[src/rtl/fifo_rd_packer_pkg.sv]
// Shared types and helpers for the FIFO read-side word packer.
// Optional partial-word timeout is enabled by FIFO_RD_PACKER_TIMEOUT_EN.
package fifo_rd_packer_pkg;

  typedef enum logic {FILL, FULL} pack_state_e;

  function automatic int lane_off(input int k, input int dw);
    return k * dw;
  endfunction

endpackage

[src/rtl/dffr.sv]
// Generic register with asynchronous active-low reset to zero.
module dffr #(
  parameter int W = 1
) (
  input  logic         clk_i,
  input  logic         rst_n_i,
  input  logic [W-1:0] d_i,
  output logic [W-1:0] q_o
);

  always_ff @(posedge clk_i or negedge rst_n_i) begin
    if (!rst_n_i) q_o <= '0;
    else          q_o <= d_i;
  end

endmodule

[src/rtl/fifo_rd_packer.sv]
// Drains a FWFT FIFO and packs PACK_RATIO words into one stream word.
// Define FIFO_RD_PACKER_TIMEOUT_EN to flush partial words after idling.
module fifo_rd_packer
  import fifo_rd_packer_pkg::*;
#(
  parameter int DATA_WIDTH     = 8,
  parameter int PACK_RATIO     = 4,
  parameter int LOG_PACK_RATIO =
    (PACK_RATIO > 1) ? $clog2(PACK_RATIO) : 1,
  parameter int TIMEOUT_CYCLES = 64
) (
  input  logic                             clk_i,
  input  logic                             rst_n_i,
  input  logic                             flush_i,
  input  logic                             fifo_empty_i,
  input  logic [DATA_WIDTH-1:0]            fifo_dat_i,
  output logic                             fifo_pop_o,
  output logic                             valid_o,
  input  logic                             ready_i,
  output logic [DATA_WIDTH*PACK_RATIO-1:0] dat_o,
  output logic [LOG_PACK_RATIO:0]          cnt_o
);

  localparam int DW = DATA_WIDTH;
  localparam int OW = DATA_WIDTH * PACK_RATIO;
  localparam int IW = LOG_PACK_RATIO;
  localparam int CW = LOG_PACK_RATIO + 1;
  localparam logic [IW-1:0] LAST = IW'(PACK_RATIO - 1);
  localparam logic [IW-1:0] IDX1 =
    (PACK_RATIO > 1) ? IW'(1) : '0;
  localparam logic [CW-1:0] NFULL = CW'(PACK_RATIO);
  localparam pack_state_e HS_NXT =
    (PACK_RATIO > 1) ? FILL : FULL;

  pack_state_e   r_state;
  pack_state_e   w_state_n;
  logic          r_state_q;
  logic [IW-1:0] r_idx;
  logic [IW-1:0] w_idx_n;
  logic [OW-1:0] r_lanes;
  logic [OW-1:0] w_lanes_n;
  logic [CW-1:0] r_cnt;
  logic [CW-1:0] w_cnt_n;
  logic          w_hs;

  dffr #(.W(1))  u_state (.clk_i, .rst_n_i,
    .d_i(w_state_n), .q_o(r_state_q));
  dffr #(.W(IW)) u_idx   (.clk_i, .rst_n_i,
    .d_i(w_idx_n),   .q_o(r_idx));
  dffr #(.W(OW)) u_lanes (.clk_i, .rst_n_i,
    .d_i(w_lanes_n), .q_o(r_lanes));
  dffr #(.W(CW)) u_cnt   (.clk_i, .rst_n_i,
    .d_i(w_cnt_n),   .q_o(r_cnt));

  assign r_state = pack_state_e'(r_state_q);

`ifdef FIFO_RD_PACKER_TIMEOUT_EN
  localparam int TW =
    (TIMEOUT_CYCLES > 1) ? $clog2(TIMEOUT_CYCLES) : 1;
  localparam logic [TW-1:0] TLAST = TW'(TIMEOUT_CYCLES - 1);

  logic [TW-1:0] r_tmo;
  logic [TW-1:0] w_tmo_n;

  dffr #(.W(TW)) u_tmo (.clk_i, .rst_n_i,
    .d_i(w_tmo_n), .q_o(r_tmo));
`endif

  assign valid_o    = (r_state == FULL);
  assign dat_o      = r_lanes;
  assign cnt_o      = r_cnt;
  assign w_hs       = valid_o & ready_i;
  assign fifo_pop_o = ~flush_i & ~fifo_empty_i &
                      ((r_state == FILL) | w_hs);

  always_comb begin
    w_state_n = r_state;
    w_idx_n   = r_idx;
    w_lanes_n = r_lanes;
    w_cnt_n   = r_cnt;
`ifdef FIFO_RD_PACKER_TIMEOUT_EN
    w_tmo_n   = r_tmo;
`endif
    if (flush_i) begin
      w_state_n = FILL;
      w_idx_n   = '0;
      w_lanes_n = '0;
      w_cnt_n   = '0;
`ifdef FIFO_RD_PACKER_TIMEOUT_EN
      w_tmo_n   = '0;
`endif
    end else begin
      unique case (1'b1)
        (r_state == FILL): begin
          if (fifo_pop_o) begin
            w_lanes_n[lane_off(int'(r_idx), DW) +: DW] = fifo_dat_i;
`ifdef FIFO_RD_PACKER_TIMEOUT_EN
            w_tmo_n = '0;
`endif
            if (r_idx == LAST) begin
              w_state_n = FULL;
              w_idx_n   = '0;
              w_cnt_n   = NFULL;
            end else begin
              w_idx_n = r_idx + 1'b1;
              w_cnt_n = CW'(r_idx) + CW'(1);
            end
          end
`ifdef FIFO_RD_PACKER_TIMEOUT_EN
          // Partial word: cnt already equals the filled lane count.
          else if (r_idx != '0) begin
            if (r_tmo == TLAST) begin
              w_state_n = FULL;
              w_idx_n   = '0;
              w_tmo_n   = '0;
            end else begin
              w_tmo_n = r_tmo + 1'b1;
            end
          end
`endif
        end
        (r_state == FULL): begin
          if (w_hs) begin
            w_lanes_n = '0;
            if (fifo_pop_o) begin
              w_lanes_n[DW-1:0] = fifo_dat_i;
              w_state_n = HS_NXT;
              w_idx_n   = IDX1;
              w_cnt_n   = CW'(1);
            end else begin
              w_state_n = FILL;
              w_idx_n   = '0;
              w_cnt_n   = '0;
            end
          end
        end
        default: ;
      endcase
    end
  end

endmodule

[config.mk]
export PLATFORM = sky130hd
export DESIGN_NAME = fifo_rd_packer
export DESIGN_NICKNAME = d
export VERILOG_FILES = /design/src/rtl/fifo_rd_packer_pkg.sv /design/src/rtl/dffr.sv /design/src/rtl/fifo_rd_packer.sv
export SDC_FILE = /design/constraint.sdc
export NUM_CORES = 1
export LEC_CHECK = 0
export CAP_MARGIN = 25
export CORE_MARGIN = 2
export CORE_UTILIZATION = 50
export CTS_CLUSTER_DIAMETER = 50
export DETAILED_ROUTE_END_ITERATION = 10
export PLACE_DENSITY = 0.81
export SLEW_MARGIN = 30
export SYNTH_ARGS = -nofsm -noshare
export SYNTH_HDL_FRONTEND = slang
export SYNTH_HIERARCHICAL = 1
export SYNTH_SLANG_ARGS = --single-unit
[constraint.sdc]
create_clock -name clk_i -period 5.21 [get_ports clk_i]
set_clock_uncertainty 0.15 [all_clocks]
set_input_delay 1.042 -clock clk_i [delete_from_list [all_inputs] [get_ports clk_i]]
set_output_delay 1.042 -clock clk_i [all_outputs]
set_load 0.02 [all_outputs]
### Word-level counts from Yosys, hierarchy flattened

Index checks and enable logic that the tools add are counted.

* word-level logic and storage cells: 43
* output and inout bits: 37
* memories: 0
* latch bits: 0
* RAM bits: 0
* bits in registers: 38
* bits in read-only memories: 0
* bits of input ports: 13

* reductions and logical operators: 1
* mux-type cells: 23
* equality and inequality tests: 3
* shifts and indexed selects: 2
* order comparisons: 0
* add/subtract/negate cells: 3
* $mul: 0
* bitwise logic cells: 7
* divide/modulo/power cells: 0

Operators with widths (count)
* $mux W32: 3
* $pmux W32 S2: 1
* $neg A5 Y33: 1
* $shift A8 B33 Y32 const A: 1
* $shiftx A8 B33 Y32: 1
* $bwmux W32: 1
* $mux W3: 4
* $mux W2: 4
* $mux W8: 1
* $mux W1: 6
* $ne A3 B3 Y1 const B: 2
* $pmux W3 S2: 1
* $pmux W2 S2: 1
* $add A2 B1 Y3 const B: 1
* $and A1 B1 Y1: 3
* $not A1 Y1: 3
* $add A2 B1 Y2 const B: 1
* $eq A2 B2 Y1 const B: 1
* $pmux W1 S2: 1
* $reduce_and A2 Y1: 1
* $or A1 B1 Y1: 1

### Depth between registers and ports, before layout

* word-level depth: 7
* gate-level depth with buffers: 6
* depth with buffers taken out: 5

### By module

The synthesis kept the hierarchy.

Modules (own cells, without submodules)
* fifo_rd_packer: cells an instance 150, instances 1, seq. area each 0.0 µm², area each 1068.5 µm²
* dffr (u_lanes): cells an instance 32, instances 1, seq. area each 800.8 µm², area each 800.8 µm²
* dffr (u_cnt): cells an instance 3, instances 1, seq. area each 75.1 µm², area each 75.1 µm²
* dffr (u_idx): cells an instance 2, instances 1, seq. area each 50.0 µm², area each 50.0 µm²
* dffr (u_state): cells an instance 1, instances 1, seq. area each 25.0 µm², area each 25.0 µm²

### Worst setup path before layout

Ideal clock, no wire load.

* path kind: input port to output port
* from: input flush_i
* to: output fifo_pop_o
* buffers on the path: 2
* stages on the path: 3
* path slack: 2070 ps
* arrival: 1948 ps
* required time: 4018 ps
* cells stage by stage: clkbuf_1 buf_1 nor3_1

* cells in the longest elaborated chain, start to end: 3

RTL lines
* start: declaration: RTL line fifo_rd_packer.sv:14 `input logic flush_i,`
* $not A1 Y1: RTL line fifo_rd_packer.sv:73 `assign fifo_pop_o = ~flush_i & ~fifo_empty_i &`
* $and A1 B1 Y1 (2 in a row): RTL line fifo_rd_packer.sv:73
* end: declaration: RTL line fifo_rd_packer.sv:17 `output logic fifo_pop_o,`

No other way between the ends.

### Worst setup path after layout

* from: input ready_i
* to: output fifo_pop_o

* cells in the longest elaborated chain, start to end: 3

RTL lines
* start: declaration: RTL line fifo_rd_packer.sv:19 `input logic ready_i,`
* $and A1 B1 Y1: RTL line fifo_rd_packer.sv:72 `assign w_hs = valid_o & ready_i;`
* $or A1 B1 Y1: RTL line fifo_rd_packer.sv:74 `((r_state == FILL) | w_hs);`
* $and A1 B1 Y1: RTL line fifo_rd_packer.sv:73

No other way between the ends.

==> impl_metrics.toml <==
[outcome]
status = "complete, no violations"

[final_layout]
area_growth_pct = 28.19
final_common_cell = "clkdlybuf4s50_1"
antenna_cells = 0
mostFrequentLayoutCells = "clkdlybuf4s50_1 (48), dfrtp_1 (37), a21oi_1 (20), a211oi_1 (16), a22o_1 (16)"
nets = 249
drive_gt1_share_pct = 10.00

[synth]
yosysUniqueCellTypes = 32
synthCells = 188
synthFlopType = "dfrtp_1"
synth_area_per_cell_um2 = 10.74
yosys_warnings = 6
syn_area_um2 = 2019
synthTopCellsByArea = "dfrtp_1 (47%), a22o_1 (6.9%), a211oi_1 (5.9%)"
synth_top_area_share_pct = 47.09
synth-edff-count = 0
yosys.area.top_type = "dfrtp_1"
syn_nets = 207
async_flop_share_pct = 100.0
yosysSeqAreaShare_pct = 47.09
synth_seq_cells = 38

[timing]
slew_violations = 0
timing.hold.ws_ns = 0.3483
relSlewSlack_pct = 37.48
rsz0062_at_grt = "no"
min_period_over_period_pct = 81.10
fmax_mhz = 236.7
hold_violations = 0
fin_crit_ns = 4.225
setup-violations-final = 0
worst_pin_slew_ns = 0.9358
fin_setup_tns_ns = 0

[clocking]
clock_sinks = 38
clock_latency_ns = 0.29
numCtsBuffers = 5
clk_path_buf_depth = 2
clkTransAtPathRegs_ns = 0.07
cts.repair.resized = 0
post-cts-setup-buffers = 0
cts_hold_buffers = 0
cts_tree = "yes"
cts-root-buf = "clkbuf_8"
h-tree-depth = 2

[worst_setup_path]
cp_data_required_time_ns = 4.02
path_max_fanout = 22
rr_endpoint = "u_lanes/q_o[26]"
r2r-start = "u_idx/q_o[0]"
r2r_cells = 5
reg2reg_slack_ns = 2.72
criticalPathCategory = "primary input to primary output"
start_kind = "primary input"
end_kind = "primary output"
arrival_ns = 3.03

[global_routing]
grt_pass1_wl_um = 8493
grt_pass1_vias = 1723
grt_overflow = 0
grt_max_degree = 40
grt_antenna_before_repair = 0
track_usage_pct = 25.28

[route]
wl_per_cell_um = 18.57
vias = 1723
postRouteAntennaNets = 0
viasPerCell = 6.154
drt_iter0_markers = 141
dr.pass1.iters = 4
drt_wl_total_um = 5199
drc = 0

[die]
die_h_um = 67.55
initial_core_util_pct = 51.22
pin_count = 50
core_area_um2 = 3943
dieArea_um2 = 4563
die_w_um = 67.55
rows = 23

[placement]
dp_hpwl_um = 3535
gp_congestion = 0.7998
io_buffers = 49

[min_path]
hold_path_class = "register to register"
whs_path_depth = 1
holdCritStartpoint = "u_lanes/q_o[28]"
hold_end = "u_lanes/q_o[28]"

[pwr]
vdd_ir_drop_max_v = 0.0001150
p_per_area_nw_per_um2 = 238.9
p_leak_nw = 1.040
power_w = 0.0006184

[run]
max_cap_viol_count = 0
==> state kept, by name, indices dropped and copies added, names as in the netlist <==
name and flops:
u_cnt/q_o 3, u_lanes/q_o 32, u_idx/q_o 2, u_state/q_o 1
==> cells in the mapped netlist (all sizes together) (5+ instances only) <==
cell	instances
ha	6
buf	5
clkbuf	10
a31o	8
a21oi	20
a211oi	16
nor2b	7
nand2b	9
nand3b	12
dfrtp	38
a22o	16
nand2	5
==> power breakdown <==
group / internal (W) / total, W / leakage [nW] / switching (W)
clock: 0.0000898 / 0.000193 / 0.0438 / 0.000103
combinational: 0.0000471 / 0.000113 / 0.475 / 0.0000657
sequential: 0.000303 / 0.000313 / 0.522 / 0.00000952
==> worst max-delay path by stage <==
stage / start / endpoint / cells after the start
2_1_floorplan: flush_i / fifo_pop_o / 3
3_3_place_gp: ready_i / fifo_pop_o / 4
3_5_place_dp: ready_i / fifo_pop_o / 4
4_1_cts: ready_i / fifo_pop_o / 4
5_1_grt: ready_i / fifo_pop_o / 4
6_report: ready_i / fifo_pop_o / 4
==> worst max-delay path, stage by stage <==
cell and delay [ns]:
clkdlybuf4s50_1 0.88, nor2b_1 0.26, nor3_1 0.21, clkdlybuf4s50_1 0.65
==> routing by layer <==
layer / global-route usage [%] / up-vias / wire (um)
li1: - / 803 / -
met1: 33.33 / 854 / 2353
met3: 6.500 / 7 / 334
met4: 7.908 / 0 / 60
met2: 40.69 / 59 / 2450
met5: 0 / - / 0
==> metrics by stage <==
step                area, um^2  setup slack, ns  cells  util [%]
floorplan                 2019            2.070    188         -
global placement          2509            1.053    273     63.63
detailed placement        2510           0.9820    273     63.66
CTS                       2589           0.9725    280     65.66
global route              2589           0.8409    280     65.66
finish                    2589           0.9846    280     65.66
==> logic make-up (layout without fill, tap and decap cells) <==
group           after synthesis  count (layout)  share of synthesized area (%)
compound gates               80              80                          29.00
fa+ha+maj                     6               6                          3.717
buf+inv                      17              59                          3.656
simple gates                 47              47                          16.54
flops                        38              38                          47.09
==> cell type report <==
| cell class | instances | area (um^2) |
|---|---|---|
| Clock buffer | 5 | 68.82 |
| Clock inverter | 2 | 10.01 |
| Fill cell | 320 | 1354 |
| Inverter | 2 | 7.507 |
| Multi-Input combinational cell | 133 | 994.7 |
| Sequential cell | 38 | 952.2 |
| Tap cell | 50 | 62.56 |
| Timing Repair Buffer | 50 | 493.0 |
Note: power is estimated with default switching activity, not from simulation.
